### src/rtl/apb_cmdq_pkg.sv
// Shared types and default sizes for the APB command queue.
package apb_cmdq_pkg;
    localparam int DEPTH_DEF = 4;
    localparam int AW_DEF    = 9;
    localparam int DW_DEF    = 8;

    typedef enum logic {
        IDLE   = 1'b0,
        ACTIVE = 1'b1
    } state_t;

    typedef struct packed {
        logic              write;
        logic [AW_DEF-1:0] addr;
        logic [DW_DEF-1:0] wdata;
    } cmd_t;
endpackage

### src/rtl/apb_cmd_fifo.sv
// Synchronous FIFO of command entries; a push while full is dropped, pointers wrap modulo DEPTH.
module apb_cmd_fifo
    import apb_cmdq_pkg::*;
#(
    parameter int  DEPTH   = DEPTH_DEF,
    parameter type entry_t = cmd_t
) (
    input  logic                   clk,
    input  logic                   reset,
    input  logic                   push,
    input  entry_t                 wdata,
    input  logic                   pop,
    output entry_t                 rdata,
    output logic                   full,
    output logic                   empty,
    output logic [$clog2(DEPTH):0] level
);
    localparam int PW = $clog2(DEPTH);
    localparam int LW = PW + 1;

    entry_t        mem [DEPTH];
    logic [PW-1:0] wptr;
    logic [PW-1:0] rptr;
    logic          push_en;
    logic          pop_en;

    assign full    = (level == LW'(DEPTH));
    assign empty   = (level == '0);
    assign push_en = push && !full;
    assign pop_en  = pop && !empty;
    assign rdata   = mem[rptr];

    always_ff @(posedge clk) begin
        if (push_en) begin
            mem[wptr] <= wdata;
        end
    end

    always_ff @(posedge clk or negedge reset) begin
        if (!reset) begin
            wptr  <= '0;
            rptr  <= '0;
            level <= '0;
        end else begin
            if (push_en) wptr <= wptr + PW'(1);
            if (pop_en)  rptr <= rptr + PW'(1);
            if (push_en && !pop_en)      level <= level + LW'(1);
            else if (pop_en && !push_en) level <= level - LW'(1);
        end
    end
endmodule

### src/rtl/apb_cmd_queue.sv
// Buffers valid/ready requests and issues them to the APB bridge one at a time, one response each.
// Optional abort timer for stalled accesses: define APB_CMDQ_TIMEOUT_EN.
//
// state  | meaning
// IDLE   | bridge outputs 0; pops the FIFO head into the bridge outputs when one is queued
// ACTIVE | bridge outputs held; ends on xfer_done (or on timer expiry when enabled)
module apb_cmd_queue
    import apb_cmdq_pkg::*;
#(
    parameter int DEPTH   = DEPTH_DEF,
    parameter int AW      = AW_DEF,
    parameter int DW      = DW_DEF,
    parameter int TIMEOUT = 16
) (
    input  logic                   clk,
    input  logic                   reset,
    input  logic                   req_valid,
    output logic                   req_ready,
    input  logic                   req_write,
    input  logic [AW-1:0]          req_addr,
    input  logic [DW-1:0]          req_wdata,
    output logic                   transfer,
    output logic                   wr_rd,
    output logic [AW-1:0]          wr_addr,
    output logic [AW-1:0]          rd_addr,
    output logic [DW-1:0]          wr_data,
    input  logic                   xfer_done,
    input  logic                   pslverr,
    input  logic [DW-1:0]          read_data,
    output logic                   rsp_valid,
    output logic                   rsp_err,
    output logic [DW-1:0]          rsp_data,
    output logic [$clog2(DEPTH):0] level
);
    typedef struct packed {
        logic          write;
        logic [AW-1:0] addr;
        logic [DW-1:0] wdata;
    } cmd_w_t;

    if (DEPTH < 2 || (DEPTH & (DEPTH - 1)) != 0) begin : g_bad_depth
        $error("apb_cmd_queue: DEPTH must be a power of two >= 2");
    end
    if (TIMEOUT < 1) begin : g_bad_timeout
        $error("apb_cmd_queue: TIMEOUT must be >= 1");
    end

    cmd_w_t push_cmd;
    cmd_w_t head;
    logic   fifo_full;
    logic   fifo_empty;
    logic   pop;
    logic   end_cmd;
    state_t state;

    assign push_cmd  = {req_write, req_addr, req_wdata};
    assign req_ready = !fifo_full;
    assign pop       = (state == IDLE) && !fifo_empty;

    apb_cmd_fifo #(
        .DEPTH   (DEPTH),
        .entry_t (cmd_w_t)
    ) u_fifo (
        .clk   (clk),
        .reset (reset),
        .push  (req_valid && req_ready),
        .wdata (push_cmd),
        .pop   (pop),
        .rdata (head),
        .full  (fifo_full),
        .empty (fifo_empty),
        .level (level)
    );

`ifdef APB_CMDQ_TIMEOUT_EN
    localparam int TW = $clog2(TIMEOUT + 1);
    logic [TW-1:0] tmr;

    // Down-counter reloaded at issue; reaching zero in ACTIVE means TIMEOUT cycles have elapsed.
    always_ff @(posedge clk or negedge reset) begin
        if (!reset)                 tmr <= '0;
        else if (pop)               tmr <= TW'(TIMEOUT - 1);
        else if (state == ACTIVE && tmr != '0) tmr <= tmr - TW'(1);
    end

    assign end_cmd = xfer_done || (tmr == '0);
`else
    assign end_cmd = xfer_done;
`endif

    always_ff @(posedge clk or negedge reset) begin
        if (!reset) begin
            state     <= IDLE;
            transfer  <= 1'b0;
            wr_rd     <= 1'b0;
            wr_addr   <= '0;
            rd_addr   <= '0;
            wr_data   <= '0;
            rsp_valid <= 1'b0;
            rsp_err   <= 1'b0;
            rsp_data  <= '0;
        end else begin
            rsp_valid <= 1'b0;
            rsp_err   <= 1'b0;
            rsp_data  <= '0;
            case (state)
                IDLE: begin
                    if (pop) begin
                        state    <= ACTIVE;
                        transfer <= 1'b1;
                        wr_rd    <= head.write;
                        wr_addr  <= head.write ? head.addr  : '0;
                        rd_addr  <= head.write ? '0 : head.addr;
                        wr_data  <= head.write ? head.wdata : '0;
                    end
                end
                ACTIVE: begin
                    if (end_cmd) begin
                        state     <= IDLE;
                        transfer  <= 1'b0;
                        wr_rd     <= 1'b0;
                        wr_addr   <= '0;
                        rd_addr   <= '0;
                        wr_data   <= '0;
                        rsp_valid <= 1'b1;
                        // Without xfer_done this is a timer abort: forced error, no data.
                        rsp_err   <= xfer_done ? pslverr : 1'b1;
                        rsp_data  <= (xfer_done && !wr_rd) ? read_data : '0;
                    end
                end
                default: state <= IDLE;
            endcase
        end
    end
endmodule
### config.mk
export PLATFORM = sky130hd
export DESIGN_NAME = apb_cmd_queue
export DESIGN_NICKNAME = d
export VERILOG_FILES = /design/src/rtl/apb_cmdq_pkg.sv /design/src/rtl/apb_cmd_fifo.sv /design/src/rtl/apb_cmd_queue.sv
export SDC_FILE = /design/constraint.sdc
export NUM_CORES = 1
export LEC_CHECK = 0
export CAP_MARGIN = 20
export CORE_MARGIN = 5
export CORE_UTILIZATION = 55
export CTS_CLUSTER_SIZE = 28
export DETAILED_ROUTE_END_ITERATION = 16
export PLACE_DENSITY = 0.82
export SLEW_MARGIN = 15
export SYNTH_ARGS = -nofsm -noshare
export SYNTH_HDL_FRONTEND = slang
export SYNTH_SLANG_ARGS = --single-unit
### constraint.sdc
create_clock -name clk -period 5.3 [get_ports clk]
set_input_delay 1.06 -clock clk [delete_from_list [all_inputs] [get_ports clk]]
set_output_delay 1.06 -clock clk [all_outputs]
set_load 0.05 [all_outputs]
After elaboration in Yosys (flattened, before gate mapping):

Memories as Yosys holds them, arrays and structs flattened.
Cells that the tools add are included.

* flip-flop bits (word level): 46
* RAM bits: 72
* memories: 1

Memories
* u_fifo.mem: depth 4, width 18, read ports 1, clocked after Yosys merged registers in 0, write ports 1, RTL line apb_cmd_fifo.sv:21 `entry_t mem [DEPTH];`

* add/subtract/negate cells: 4
* eq/ne operators: 3
* multiplexer cells: 30
* bitwise logic cells: 1
* reduce and logical (&&, ||, !) cells: 15

Operators by type and width (number)
* two-way mux 8 bit: 6
* two-way mux 9 bit: 5
* case mux 9 bit (2 select lines): 2
* case mux 8 bit (2 select lines): 1
* two-way mux 1 bit: 11
* logical AND 1 bit: 7
* two-way mux 3 bit: 2
* case mux 1 bit (2 select lines): 3
* zero test 1 bit: 5
* adder 2 x 1 -> 2 bit, second input constant: 2
* adder 3 x 1 -> 3 bit, second input constant: 1
* == test 3 bit, second input constant: 1
* zero test 3 bit: 1
* subtractor 3 x 1 -> 3 bit, second input constant: 1
* != test 2 x 1 -> 1 bit, second input constant: 1
* != test 2 bit, second input constant: 1
* AND reduction 2 bit: 1
* nonzero test 2 bit: 1
* NOT 1 bit: 1

Depth between registers and ports, before layout:

* depth in word-level cells: 8
* gate-level depth with buffers: 9
* gate-level depth less buffers: 9

Hierarchy:

A second synthesis with hierarchy kept.

* cell total of the unflattened synthesis: 294
* area, all modules: 4892.2 um^2

Modules (own cells, without submodules)
* apb_cmd_fifo: instances 1, cells each 130, area each 3015.4 um^2, sequential area each 2337.2 um^2
* apb_cmd_queue: instances 1, cells each 164, area each 1876.8 um^2, sequential area each 975.9 um^2

Worst setup path after synthesis:

No wires, ideal clock.

* kind: input-to-reg
* start: input req_valid
* end: register u_fifo.level[2]
* library setup time: 0.083 ns
* arrival time: 2.454 ns
* setup slack: 2.763 ns
* stages on the path: 7
* path buffers: 0
* cell sequence: a21boi_1 > ha_1 > inv_1 > fa_1 > xor2_1 > nor2_1 > xor2_1

* longest elaborated chain between the ends: 5
* elaborated cells between the ends (all ways): 7

RTL lines
* start, declared: RTL line apb_cmd_queue.sv:17 `input logic req_valid,`
* logical AND 1 bit (*): RTL line apb_cmd_queue.sv:66 `.push (req_valid && req_ready),`
* logical AND 1 bit (*): RTL line apb_cmd_fifo.sv:29 `assign push_en = push && !full;`
* zero test 1 bit: RTL line apb_cmd_fifo.sv:48 `else if (pop_en && !push_en) level <= level - LW'(1);`
* logical AND 1 bit: RTL line apb_cmd_fifo.sv:48
* nonzero test 2 bit (no source line)
* end signal, assigned: RTL line apb_cmd_fifo.sv:47 `if (push_en && !pop_en) level <= level + LW'(1);`
* end signal, assigned: RTL line apb_cmd_fifo.sv:48
* end, declared: RTL line apb_cmd_fifo.sv:16 `output logic [$clog2(DEPTH):0] level`

Mark *: on every way between the ends. The rest lies on a longest branch, timed or not.
A chain may end at the register's enable or synchronous reset.

Worst setup path after layout:

* start: register u_fifo.level[0]
* end: output req_ready

* longest elaborated chain between the ends: 2

RTL lines
* == test 3 bit: RTL line apb_cmd_fifo.sv:27 `assign full = (level == LW'(DEPTH));`
* zero test 1 bit: RTL line apb_cmd_queue.sv:57 `assign req_ready = !fifo_full;`
* end, declared: RTL line apb_cmd_queue.sv:18 `output logic req_ready,`

No other way between the ends.

==> results.toml <==
[status]
status = "finished, final reports clean"

[logic_synthesis]
ys_types = 26
yosys_warnings = 0
synth_top_area_share_pct = 49.3
synth_top_area_cell = "edfxtp_1"
ys_seq_area_share_pct = 75.5
synth_nets = 256
synthCells = 219
avgSynthCellArea_um2 = 20.0
synthTopCellsByArea = "edfxtp_1, dfrtp_1, mux4_2, a22o_1, and2_1"
synth.cell_area_um2 = 4390
synth_seq_cells = 118

[clock_tree]
clockBufferDepth = 2
clkTransAtPathRegs_ns = 0.06
post_cts_buffers = 0
clock_sinks = 118
cts.htree.levels = 4
ctsHoldBuffers = 0
cts_resized = 0
clk_latency_ns = 0.51
cts_made_buffers = 17
cts_tree = "yes"
cts_root_buffer = "clkbuf_8"

[floorplanning]
die_area_um2 = 9870
ios = 73
dieHeight_um = 99.3
initial_core_util_pct = 56.5
core.rowCount = 32
die_x_um = 99.3
coreArea_um2 = 7770

[global_route]
grtUsageTotal_pct = 18.7
antenna_found_initial = 0
grt_pass1_vias = 2530
grt_pass1_wl_um = 13600
grt_max_degree = 47
overflow = 0

[sta]
fmax_mhz = 331
fin_ws_ns = 2.28
slew_headroom_pct = 34.6
maxSlewViolCount = 0
rsz0062_at_grt = "false"
finalSetupViolCount = 0
tns_ns = 0
skew_ns = 0.00973
hold_viol_final = 0
period_needed_ns = 3.02
tightestPinTransition_ns = 0.981
holdWs_ns = 0.483
post-route-period-util_pct = 57.0

[place]
gp_congestion = 0.715
placed_cells_incl_taps = 386
pre_cts_ws_ns = 2.05
hpwl_um = 5070
port_buffers = 72

[worst_setup_path]
crit_path_end_kind = "primary output"
critPathSlowestCell = "clkdlybuf4s50_1"
path_cells = "nor2_1 > nand2_1 > clkdlybuf4s50_1"
max_stage_delay_ns = 0.79
cp_max_fo = 6
crit_required_ns = 4.24
critPathLaunchType = "flop"
arrival_ns = 1.96
path_class = "flop to primary output"

[power_and_ir_drop]
p_leak_nw = 2.23
p_per_area_nw_per_um2 = 667
irDropWorstVdd_v = 0.000385

[cells_and_area]
final_layout_size_suffix_gt1_share_pct = 17.1
area_growth_syn_to_layout_pct = 31.4
final_util_pct = 74.3
antenna_cells = 0
instances_no_fill = 418
nets = 340

[route]
wl_per_cell_um = 19.7
drcViolationCount = 0
drt_first_pass_iters = 4
first_iter_violations = 102
vias_per_cell = 5.56
vias = 2323
postRouteWirelength_um = 8230
ant_nets = 0

[min_path]
min_path_type = "flop to flop"

[flow_run]
drv_cap = 0
==> sequential cells by signal, indices dropped and copies added, names as in the netlist, 2 cells and up <==
register	flops
u_fifo.level	3
wr_addr	9
rsp_data	8
wr_data	8
u_fifo.mem	72
rd_addr	9
u_fifo.wptr	2
u_fifo.rptr	2
==> layout by cell type, fill, tap and decap left out, types with 2 or more instances in the layout <==
cell and count:
dfrtp_1 46, nor3_2 2, nor2_1 4, xnor2_1 2
inv_1 6, bufinv_16 3, xor2_1 4, clkinv_2 4
and2_1 12, buf_4 2, mux2_2 2, a22o_1 26
nand2_1 2, clkinv_1 3, ha_1 5, mux4_2 18
clkbuf_16 16, a21o_1 2, edfxtp_1 72, clkbuf_8 4
clkdlybuf4s50_1 71
==> worst paths after layout <==
check	slack, ns	from	depth (start not counted)	endpoint
hold / removal	0.48	transfer	1	transfer
min in group asynchronous	0.55	reset	1	rsp_data[4]
setup reg to reg	2.94	u_fifo.rptr[1]	3	wr_addr[8]
max in group asynchronous	4.35	reset	1	wr_data[3]
setup / recovery	2.28	u_fifo.level[0]	3	req_ready
hold reg to reg	0.48	transfer	1	transfer
==> power breakdown <==
part | switching [mW] | internal [mW] | total (mW) | leakage [nW]
Combinational | 0.811 | 0.517 | 1.33 | 0.676
Clock | 0.373 | 0.744 | 1.12 | 0.290
Sequential | 0.158 | 1.25 | 1.40 | 1.26
Total | 1.34 | 2.51 | 3.85 | 2.23
==> kinds of logic after synthesis <==
| kind of cell | count (synthesis) | synth area share (%) |
|---|---|---|
| multiplexers | 20 | 9.75 |
| AND/OR/NAND/NOR | 24 | 3.59 |
| AO/OA/AOI/OAI | 31 | 6.01 |
| XOR/XNOR | 6 | 1.20 |
| buffers and inverters | 14 | 2.08 |
| adder cells (fa/ha/maj) | 6 | 1.88 |
| flip-flops | 118 | 75.5 |
==> layer usage <==
metal	GRT usage, %	part of all wire, %
met1	22.9	40
met4	10.2	2.9
met3	5.47	5.2
met2	30.0	52
met5	0	0
==> per-stage QoR <==
step | total power, mW | instance area [um2]
4_1_cts | 3.88 | 5760
6_report | 3.85 | 5770
2_1_floorplan | 2.33 | 4390
3_5_place_dp | 2.75 | 5170
3_3_place_gp | 2.71 | 5170
5_1_grt | 4.03 | 5770
==> worst max-delay path, delay by kind of cell (launching register included) <==
kind / cells / cell delay (ns)
buffers and inverters: 1 / 0.79
flip-flops: 1 / 0.47
AND/OR/NAND/NOR: 2 / 0.19
==> synth_stat cells <==
master and count:
nor3_2 2, or4_1 1, dfrtp_1 46, fa_1 1
buf_1 1, nand2_1 2, and3_1 1, buf_2 1
ha_1 5, a21boi_1 1, buf_6 4, mux2_2 2
a21oi_1 1, a21o_1 2, a22o_1 26, o21ai_2 1
nor2_1 4, inv_1 6, nor3b_1 1, nor3b_4 1
xnor2_1 2, edfxtp_1 72, buf_4 2, mux4_2 18
and2_1 12, xor2_1 4
==> layout make-up <==
type	count	area, um2
Multi-Input combinational cell	87	992
Fill cell	441	2000
Timing Repair Buffer	73	726
Inverter	6	22.5
Tap cell	102	128
Sequential cell	118	3310
Clock buffer	21	459
Clock inverter	11	129
(Power assumes the default switching activity.)
